**config.mk**
```make
export PLATFORM = sky130hd
export DESIGN_NAME = vram_arbiter
export DESIGN_NICKNAME = d
export VERILOG_FILES = /design/src/rtl/vram_pkg.sv /design/src/rtl/vram_slot_sel.sv /design/src/rtl/vram_arbiter.sv
export SDC_FILE = /design/constraint.sdc
export NUM_CORES = 1
export LEC_CHECK = 0
export BUFFER_PORTS_ARGS = -buffer_cell sky130_fd_sc_hd__buf_2
export CAP_MARGIN = 15
export CORE_UTILIZATION = 35
export CTS_CLUSTER_SIZE = 28
export DETAILED_ROUTE_END_ITERATION = 10
export PLACE_DENSITY_LB_ADDON = 0.2
export SLEW_MARGIN = 25
export SYNTH_ARGS = -nofsm -noshare
export SYNTH_HDL_FRONTEND = slang
export SYNTH_SLANG_ARGS = --single-unit
```
**constraint.sdc**
```tcl
create_clock -name clk -period 2.7 [get_ports clk]
set_input_delay 0.135 -clock clk [delete_from_list [all_inputs] [get_ports clk]]
set_output_delay 0.135 -clock clk [all_outputs]
set_load 0.02 [all_outputs]
```
**src/rtl/vram_pkg.sv**
```systemverilog
// Shared types and default widths for the video RAM arbiter.
package vram_pkg;

  localparam int unsigned VRAM_ADDR_W = 13;
  localparam int unsigned VRAM_DATA_W = 8;
  localparam int unsigned STARVE_W    = 4;

  typedef enum logic {
    SLOT_VIDEO  = 1'b0,
    SLOT_SHARED = 1'b1
  } slot_e;

  typedef enum logic [1:0] {
    GNT_IDLE = 2'd0,
    GNT_CPU  = 2'd1,
    GNT_LD   = 2'd2
  } grant_e;

endpackage

```
**src/rtl/vram_slot_sel.sv**
```systemverilog
// Shared-slot priority between CPU and loader, with a starvation counter
// that forces a loader slot after LD_MAX consecutive CPU wins.
module vram_slot_sel
  import vram_pkg::*;
#(
  parameter int unsigned LD_MAX = 8
) (
  input  logic   clk,
  input  logic   rst,
  input  logic   shared,
  input  logic   cpu_req,
  input  logic   ld_req,
  output grant_e grant_c
);

  localparam logic [STARVE_W-1:0] STARVE_MAX = STARVE_W'(LD_MAX);

  logic [STARVE_W-1:0] starve_q;
  logic [STARVE_W-1:0] starve_d;

  always_comb begin
    grant_c  = GNT_IDLE;
    starve_d = starve_q;
    if (shared) begin
      if (ld_req && (starve_q == STARVE_MAX)) begin
        grant_c = GNT_LD;
      end else if (cpu_req) begin
        grant_c = GNT_CPU;
      end else if (ld_req) begin
        grant_c = GNT_LD;
      end
    end
    // A pending loader loses one more slot each time the CPU is served instead.
    if (!ld_req || (grant_c == GNT_LD)) begin
      starve_d = '0;
    end else if ((grant_c == GNT_CPU) && (starve_q < STARVE_MAX)) begin
      starve_d = starve_q + STARVE_W'(1);
    end
  end

  always_ff @(posedge clk or posedge rst) begin
    if (rst) begin
      starve_q <= '0;
    end else begin
      starve_q <= starve_d;
    end
  end

endmodule

```
**src/rtl/vram_arbiter.sv**
```systemverilog
// Two-phase single-port video RAM schedule: even cycles serve video fetch,
// odd cycles are shared between the CPU bus and the loader write port.
module vram_arbiter
  import vram_pkg::*;
#(
  parameter int unsigned ADDR_W = VRAM_ADDR_W,
  parameter int unsigned DATA_W = VRAM_DATA_W,
  parameter int unsigned LD_MAX = 8
) (
  input  logic              clk,
  input  logic              rst,
  output logic              cpu_clk,
  input  logic [ADDR_W-1:0] vid_addr,
  output logic [DATA_W-1:0] vid_data,
  input  logic              cpu_req,
  input  logic              cpu_we,
  input  logic [ADDR_W-1:0] cpu_addr,
  input  logic [DATA_W-1:0] cpu_wdata,
  output logic [DATA_W-1:0] cpu_rdata,
  output logic              cpu_ack,
  input  logic              ld_req,
  input  logic [ADDR_W-1:0] ld_addr,
  input  logic [DATA_W-1:0] ld_wdata,
  output logic              ld_ack,
  output logic [ADDR_W-1:0] ram_addr,
  output logic              ram_we,
  output logic [DATA_W-1:0] ram_wdata,
  input  logic [DATA_W-1:0] ram_rdata
);

  slot_e             phase_q, phase_d;
  grant_e            grant_c;
  logic              shared_c;
  logic [DATA_W-1:0] vid_data_q, vid_data_d;
  logic [DATA_W-1:0] cpu_rdata_q, cpu_rdata_d;
  logic              cpu_ack_q, cpu_ack_d;
  logic              ld_ack_q, ld_ack_d;
  logic              rd_pend_q, rd_pend_d;

  assign shared_c = (phase_q == SLOT_SHARED);

  vram_slot_sel #(
    .LD_MAX (LD_MAX)
  ) u_slot_sel (
    .clk     (clk),
    .rst     (rst),
    .shared  (shared_c),
    .cpu_req (cpu_req),
    .ld_req  (ld_req),
    .grant_c (grant_c)
  );

  // RAM port mux; the video slot is never lent to another master.
  always_comb begin
    ram_addr  = vid_addr;
    ram_we    = 1'b0;
    ram_wdata = cpu_wdata;
    if (shared_c) begin
      unique case (grant_c)
        GNT_CPU: begin
          ram_addr  = cpu_addr;
          ram_we    = cpu_we;
          ram_wdata = cpu_wdata;
        end
        GNT_LD: begin
          ram_addr  = ld_addr;
          ram_we    = 1'b1;
          ram_wdata = ld_wdata;
        end
        default: ram_addr = cpu_addr;
      endcase
    end
  end

  // Read data lands one cycle after issue: video data in the shared slot,
  // CPU read data in the following video slot.
  always_comb begin
    phase_d     = shared_c ? SLOT_VIDEO : SLOT_SHARED;
    vid_data_d  = shared_c ? ram_rdata : vid_data_q;
    cpu_ack_d   = shared_c && (grant_c == GNT_CPU);
    ld_ack_d    = shared_c && (grant_c == GNT_LD);
    rd_pend_d   = cpu_ack_d && !cpu_we;
    cpu_rdata_d = rd_pend_q ? ram_rdata : cpu_rdata_q;
  end

  always_ff @(posedge clk or posedge rst) begin
    if (rst) begin
      phase_q     <= SLOT_VIDEO;
      vid_data_q  <= '0;
      cpu_rdata_q <= '0;
      cpu_ack_q   <= 1'b0;
      ld_ack_q    <= 1'b0;
      rd_pend_q   <= 1'b0;
    end else begin
      phase_q     <= phase_d;
      vid_data_q  <= vid_data_d;
      cpu_rdata_q <= cpu_rdata_d;
      cpu_ack_q   <= cpu_ack_d;
      ld_ack_q    <= ld_ack_d;
      rd_pend_q   <= rd_pend_d;
    end
  end

  assign cpu_clk   = (phase_q == SLOT_SHARED);
  assign vid_data  = vid_data_q;
  assign cpu_rdata = cpu_rdata_q;
  assign cpu_ack   = cpu_ack_q;
  assign ld_ack    = ld_ack_q;

endmodule
```
==> results of run 1 <==
path summary, 6_finish.rpt:
check	startpoint	to	depth (start not counted)
min	cpu_we	rd_pend_q$_DFF_PP0_	2
min in group asynchronous	rst	cpu_rdata[2]$_DFFE_PP0P_	2
max reg2reg	u_slot_sel.starve_q[0]$_DFFE_PP0P_	u_slot_sel.starve_q[0]$_DFFE_PP0P_	9
max	u_slot_sel.starve_q[0]$_DFFE_PP0P_	ram_wdata[2]	9
max in group asynchronous	rst	cpu_rdata[1]$_DFFE_PP0P_	2
min reg2reg	cpu_rdata[2]$_DFFE_PP0P_	cpu_rdata[2]$_DFFE_PP0P_	1
per-stage QoR:
| step | cell area, µm² | total power [mW] | cells | setup slack, ps | util (%) |
|---|---|---|---|---|---|
| 5_1_grt | 1990 | 0.938 | 281 | 45.6 | 53.7 |
| 3_3_place_gp | 1940 | 0.656 | 277 | 554 | 52.2 |
| 2_1_floorplan | 1370 | 0.551 | 126 | 529 | - |
| 3_5_place_dp | 1940 | 0.659 | 277 | 508 | 52.2 |
| 4_1_cts | 1990 | 0.897 | 281 | 205 | 53.7 |
| 6_report | 1990 | 0.885 | 281 | 226 | 53.7 |
cell usage after synthesis:
cell and instances:
nor2b_1 2, dfrtp_1 24, a41oi_1 1, nand2_2 1
xor2_1 1, and2_1 1, ha_1 4, and3b_1 1
buf_4 2, buf_2 3, a21oi_1 14, mux2_2 24
buf_6 1, nand3b_1 1, and3_1 2, xnor2_1 1
nor2_1 17, nand3_1 2, nand2_1 2, mux2i_1 14
inv_1 5, clkbuf_1 1, nand2b_1 2
layout make-up:
| type | instances | share of cell area [%] |
|---|---|---|
| multi-input cells | 90 | 35.3 |
| well taps | 48 | 3.01 |
| flip-flops and latches | 24 | 30.1 |
| repair buffers | 110 | 27.9 |
| inverters | 5 | 0.941 |
| clock buffers | 4 | 2.76 |
critical path: stages (launching register included):
cell and delay (ps):
dfrtp_1 410, inv_1 60, ha_1 180, and3b_1 190, nand2b_1 150, and3_1 180
ha_1 190, nand2_2 190, mux2_2 360, buf_2 160
logic make-up (layout without fill, tap and decap cells):
| group | after synthesis | after routing | synth area share, % |
|---|---|---|---|
| multiplexers | 38 | 38 | 30.0 |
| AND/OR/NAND/NOR | 31 | 31 | 10.8 |
| flip-flops | 24 | 24 | 43.9 |
| AO/OA/AOI/OAI | 15 | 15 | 5.76 |
| buffers and inverters | 12 | 119 | 4.66 |
| adder cells (fa/ha/maj) | 4 | 4 | 3.66 |
| XOR/XNOR | 2 | 2 | 1.28 |
per-layer routing:
layer	track usage, %	wire [µm]	part of all wire [%]
met1	18.7	1360	41
met2	28.8	1730	53
met3	4.75	196	6.0
met4	2.50	0	0
met5	0	0	0
power by group through the flow:
| stage | sequential (mW) | clock [mW] | combinational, mW |
|---|---|---|---|
| after floorplan | 0.443 | 0 | 0.107 |
| after global placement | 0.408 | 0 | 0.249 |
| after detailed placement | 0.408 | 0 | 0.251 |
| after CTS | 0.400 | 0.245 | 0.251 |
| after global routing | 0.404 | 0.264 | 0.269 |
| final | 0.400 | 0.236 | 0.248 |
state kept, by name, indices dropped and copies added (netlist names):
signal	cells
cpu_rdata	8
ld_ack	1
cpu_clk	1
u_slot_sel.starve_q	4
rd_pend_q	1
cpu_ack	1
vid_data	8
==> impl_metrics.csv, run 1 <==
group,metric,value,unit
status,status,"completed",
synth,synthCells,126,
synth,syn_nets,198,
floorplan,die_area,4160,µm²
cts,clock_insertion_delay_worst_skew,260,ps
cts,clockBufferDepth,2,
final_layout,fin_nets,306,
detailed_routing,vias,1289,
cts,cts.sinks,24,
power_and_ir_drop,ir_worst_vdd,0.267,mV
detailed_routing,drc,0,
detailed_routing,wl,3.29,mm
timing,fmax,0.404,GHz
final_layout,ff_latch_area,601,µm²
floorplan,ioPinCount,109,
timing,final_hold_viol_count,0,
final_layout,antenna_cells,0,
setup_path,cp.required,2570,ps
global_route,grtUsageTotal,15.9,%
global_route,grt_pass1_wl,5.13,mm
cts,post-cts-setup-buffers,0,
detailed_routing,ant_nets,0,
power_and_ir_drop,comb_power_share,28.1,%
power_and_ir_drop,swShare,28.5,%
place,gp_congestion,0.768,
final_layout,multi_input_area,704,µm²
setup_path,path_max_fanout,10,
floorplan,die_y,64.5,µm
power_and_ir_drop,power_density,444,nW/µm²
cts,numCtsBuffers,3,
final_layout,final_common_cell,"buf_2",
power_and_ir_drop,cellLeakagePower,1.05,nW
run,drv_cap,0,
timing,slew_viol_final,0,
timing,hold_slack,29.5,ps
setup_path,rrSetupSlack,700,ps
power_and_ir_drop,p_clk_share,26.7,%
detailed_routing,via_per_inst,4.59,
power_and_ir_drop,seqPwrFrac,45.2,%
place,io_buffers,108,
global_route,grt-ovfl-total,0,
final_layout,layout-drive-gt1-share,59.7,%
setup_path,arrival,2340,ps
final_layout,fillerInstances,360,
power_and_ir_drop,p_int,0.632,mW
cts,cts_tree,"done",
power_and_ir_drop,power.switching,0.252,mW
synth,ys_seq_area_share,43.9,%
final_layout,mostFrequentLayoutCells,"buf_2, mux2_2, dfrtp_1, nor2_1",
place,dp_hpwl,2.69,mm
synth,syn_area_per_cell,10.9,µm²
synth,synth_top_area_share,43.9,%
timing,fin_crit_sh,91.6,%
floorplan,start_util,36.8,%
synth,synthTopCellsByArea,"dfrtp_1, mux2_2, mux2i_1, a21oi_1, nor2_1",
cts,clkTransAtPathRegs,80,ps
cts,cts_root_buffer,"clkbuf_8",
detailed_routing,drt_iter0_markers,36,
timing,worst_pin_slew,891,ps
hold_path,hp-class,"input pin to register",
timing,slew_headroom,40.6,%
cts,cts.repair.resized,0,
timing,rsz0062_at_grt,"false",
synth,ys_ff_latch,24,
floorplan,core.rowCount,22,
global_route,grt_pass1_vias,1137,
detailed_routing,drtPass1Iterations,4,
synth,yosysTopAreaCell,"dfrtp_1",
global_route,grt_max_degree,35,
setup_path,critPathKind,"register to output port",
global_route,antenna_found_initial,0,
timing,fin_skew,1.44,ps
timing,post-route-min-period,2470,ps
detailed_routing,wl_per_cell,11.7,µm
cts,holdBufCountCts,0,
cts,htree_num_levels,1,
final_layout,synthToLayoutAreaGrowth,45.7,%
timing,setup_viol,0,
synth,synth_cell_types,23,
floorplan,core,3720,µm²
floorplan,fp.dieW,64.5,µm
setup_path,endpoint_kind,"output port",
timing,setup_tns,0,ps
synth,synth_area,1370,µm²
synth,ys.warnings.count,0,
setup_path,startpoint_type,"register",
Note: power is estimated with default switching activity, not from simulation.
==> inputs of run 2 (changes only) <==
--- a/config.mk
+++ b/config.mk
@@ -10,7 +10,9 @@
 export CORE_UTILIZATION = 35
 export CTS_CLUSTER_SIZE = 28
 export DETAILED_ROUTE_END_ITERATION = 10
-export PLACE_DENSITY_LB_ADDON = 0.2
+export HOLD_SLACK_MARGIN = 0.15
+export PLACE_DENSITY = 0.82
+export SKIP_CTS_REPAIR_TIMING = 1
 export SLEW_MARGIN = 25
 export SYNTH_ARGS = -nofsm -noshare
 export SYNTH_HDL_FRONTEND = slang
==> run 2 against run 1 <==
Net effect: utilization is 2.3 points higher; final cell count up 3.2%; first-iteration DRC count decreased by 56%; hold slack better by 220 ps.
==> impl_metrics.csv, run 2 (synthesized netlist as in run 1, its figures left out) <==
group,metric,value,unit
status,status,"completed",
power_and_ir_drop,ir_worst_vdd,0.286,mV
final_layout,synthToLayoutAreaGrowth,52.0,%
hold_path,hp-class,"input pin to register",
setup_path,cp_common_cell,"ha_1",
timing,worst_slack,194,ps
setup_path,path_max_fanout,10,
floorplan,die_y,64.5,µm
timing,post-route-min-period,2510,ps
timing,setup_viol,0,
run,drv_cap,0,
setup_path,rrSetupSlack,670,ps
global_route,grt_max_degree,39,
global_route,grt_pass1_vias,1166,
floorplan,core.rowCount,22,
setup_path,worstReg2RegStart,"u_slot_sel.starve_q[0]$_DFFE_PP0P_",
timing,rsz0062_at_grt,"false",
final_layout,stdcell_area,2080,µm²
final_layout,layout-drive-gt1-share,57.0,%
detailed_routing,wl_per_cell,12.7,µm
floorplan,die_area,4160,µm²
detailed_routing,drt_iter0_markers,16,
cts,clock_insertion_delay_worst_skew,250,ps
place,pre_cts_slack,474,ps
final_layout,multi_input_area,704,µm²
global_route,grt-ovfl-total,0,
setup_path,worst_path_max_delay_cell,"dfrtp_1",
setup_path,max_stage_delay,420,ps
cts,clkTransAtPathRegs,70,ps
global_route,grt_pass1_wl,5.25,mm
final_layout,antenna_cells,0,
power_and_ir_drop,cellLeakagePower,1.09,nW
place,dp_hpwl,2.87,mm
timing,fmax,0.399,GHz
cts,clockBufferDepth,2,
global_route,grtUsageTotal,16.4,%
timing,fin_crit_sh,92.8,%
global_route,antenna_found_initial,0,
timing,fin_skew,1.10,ps
setup_path,cp.required,2570,ps
place,placed_area,1940,µm²
setup_path,endpoint_kind,"output port",
cts,cts_root_buffer,"clkbuf_8",
setup_path,arrival,2370,ps
setup_path,startpoint_type,"register",
floorplan,start_util,36.8,%
hold_path,hold_end,"u_slot_sel.starve_q[0]$_DFFE_PP0P_",
power_and_ir_drop,fin_total_pwr,0.863,mW
cts,numCtsBuffers,3,
timing,final_hold_viol_count,0,
detailed_routing,wl,3.70,mm
cts,cts.sinks,24,
timing,worst_pin_slew,863,ps
floorplan,ioPinCount,109,
final_layout,fin_util,56.0,%
place,io_buffers,108,
final_layout,final_common_cell,"buf_2",
floorplan,fp.dieW,64.5,µm
detailed_routing,via_per_inst,4.62,
final_layout,fillerInstances,339,
timing,setup_tns,0,ps
cts,cts_tree,"done",
setup_path,r2r-end,"u_slot_sel.starve_q[3]$_DFFE_PP0P_",
floorplan,core,3720,µm²
detailed_routing,drc,0,
setup_path,crit_chain,"inv_1, ha_1, and3b_1, nand2b_1, and3_1, ha_1, nand2_2, mux2_2, buf_2",
setup_path,critPathKind,"register to output port",
hold_path,hold_depth,3,
detailed_routing,vias,1341,
timing,slew_headroom,42.4,%
detailed_routing,drtPass1Iterations,4,
hold_path,min_from,"ld_req",
final_layout,ff_latch_area,601,µm²
power_and_ir_drop,power_density,415,nW/µm²
place,gp_congestion,0.736,
setup_path,worstRegToRegCells,9,
final_layout,fin_nets,316,
timing,slew_viol_final,0,
detailed_routing,ant_nets,0,
final_layout,mostFrequentLayoutCells,"buf_2, mux2_2, dfrtp_1, nor2_1",
cts,htree_num_levels,1,
[run 2: critical path, delay by kind of cell (launching register included)]
family | cells | cell delay, ps
buffers and inverters | 2 | 220
DFF | 1 | 420
adders and majority gates | 2 | 380
muxes | 1 | 370
and+or+nand+nor | 4 | 730
[run 2: worst max-delay path by stage]
| stage | from | to | slack, ps | depth (start not counted) |
|---|---|---|---|---|
| floorplan | u_slot_sel.starve_q[0]$_DFFE_PP0P_ | ram_addr[10] | 530 | 10 |
| global placement | u_slot_sel.starve_q[0]$_DFFE_PP0P_ | ram_wdata[7] | 540 | 9 |
| detailed placement | u_slot_sel.starve_q[0]$_DFFE_PP0P_ | ram_wdata[1] | 470 | 9 |
| CTS | u_slot_sel.starve_q[0]$_DFFE_PP0P_ | ram_wdata[1] | 180 | 9 |
| global route | u_slot_sel.starve_q[0]$_DFFE_PP0P_ | ram_wdata[1] | 50 | 9 |
| finish | u_slot_sel.starve_q[0]$_DFFE_PP0P_ | ram_wdata[1] | 190 | 9 |
[run 2: final cells by class]
cell class,instances,area share [%]
multi-input cells,90,33.9
repair buffers,120,31.5
flip-flops and latches,24,28.9
well taps,48,2.89
clock buffers,3,1.98
inverters,5,0.902
[run 2: where the power goes]
| group | switching [mW] | total, mW | internal, mW |
|---|---|---|---|
| sequential | 0.0146 | 0.402 | 0.388 |
| combinational | 0.139 | 0.263 | 0.124 |
| clock | 0.0979 | 0.197 | 0.0993 |
| total | 0.251 | 0.863 | 0.612 |
[run 2: per-layer routing]
metal  up-vias  wire [µm]  global-route usage (%)
met3         4        168                    2.99
met2        47       2040                    31.6
li1        669          -                       -
met4         0         46                    3.33
met1       621       1440                    18.6
met5         -          0                       0
[run 2: stage by stage]
stage | hold slack [ps] | instances
2_1_floorplan | 150 | 126
5_1_grt | 268 | 290
3_5_place_dp | 313 | 277
6_report | 251 | 290
3_3_place_gp | 303 | 277
4_1_cts | 38.8 | 280
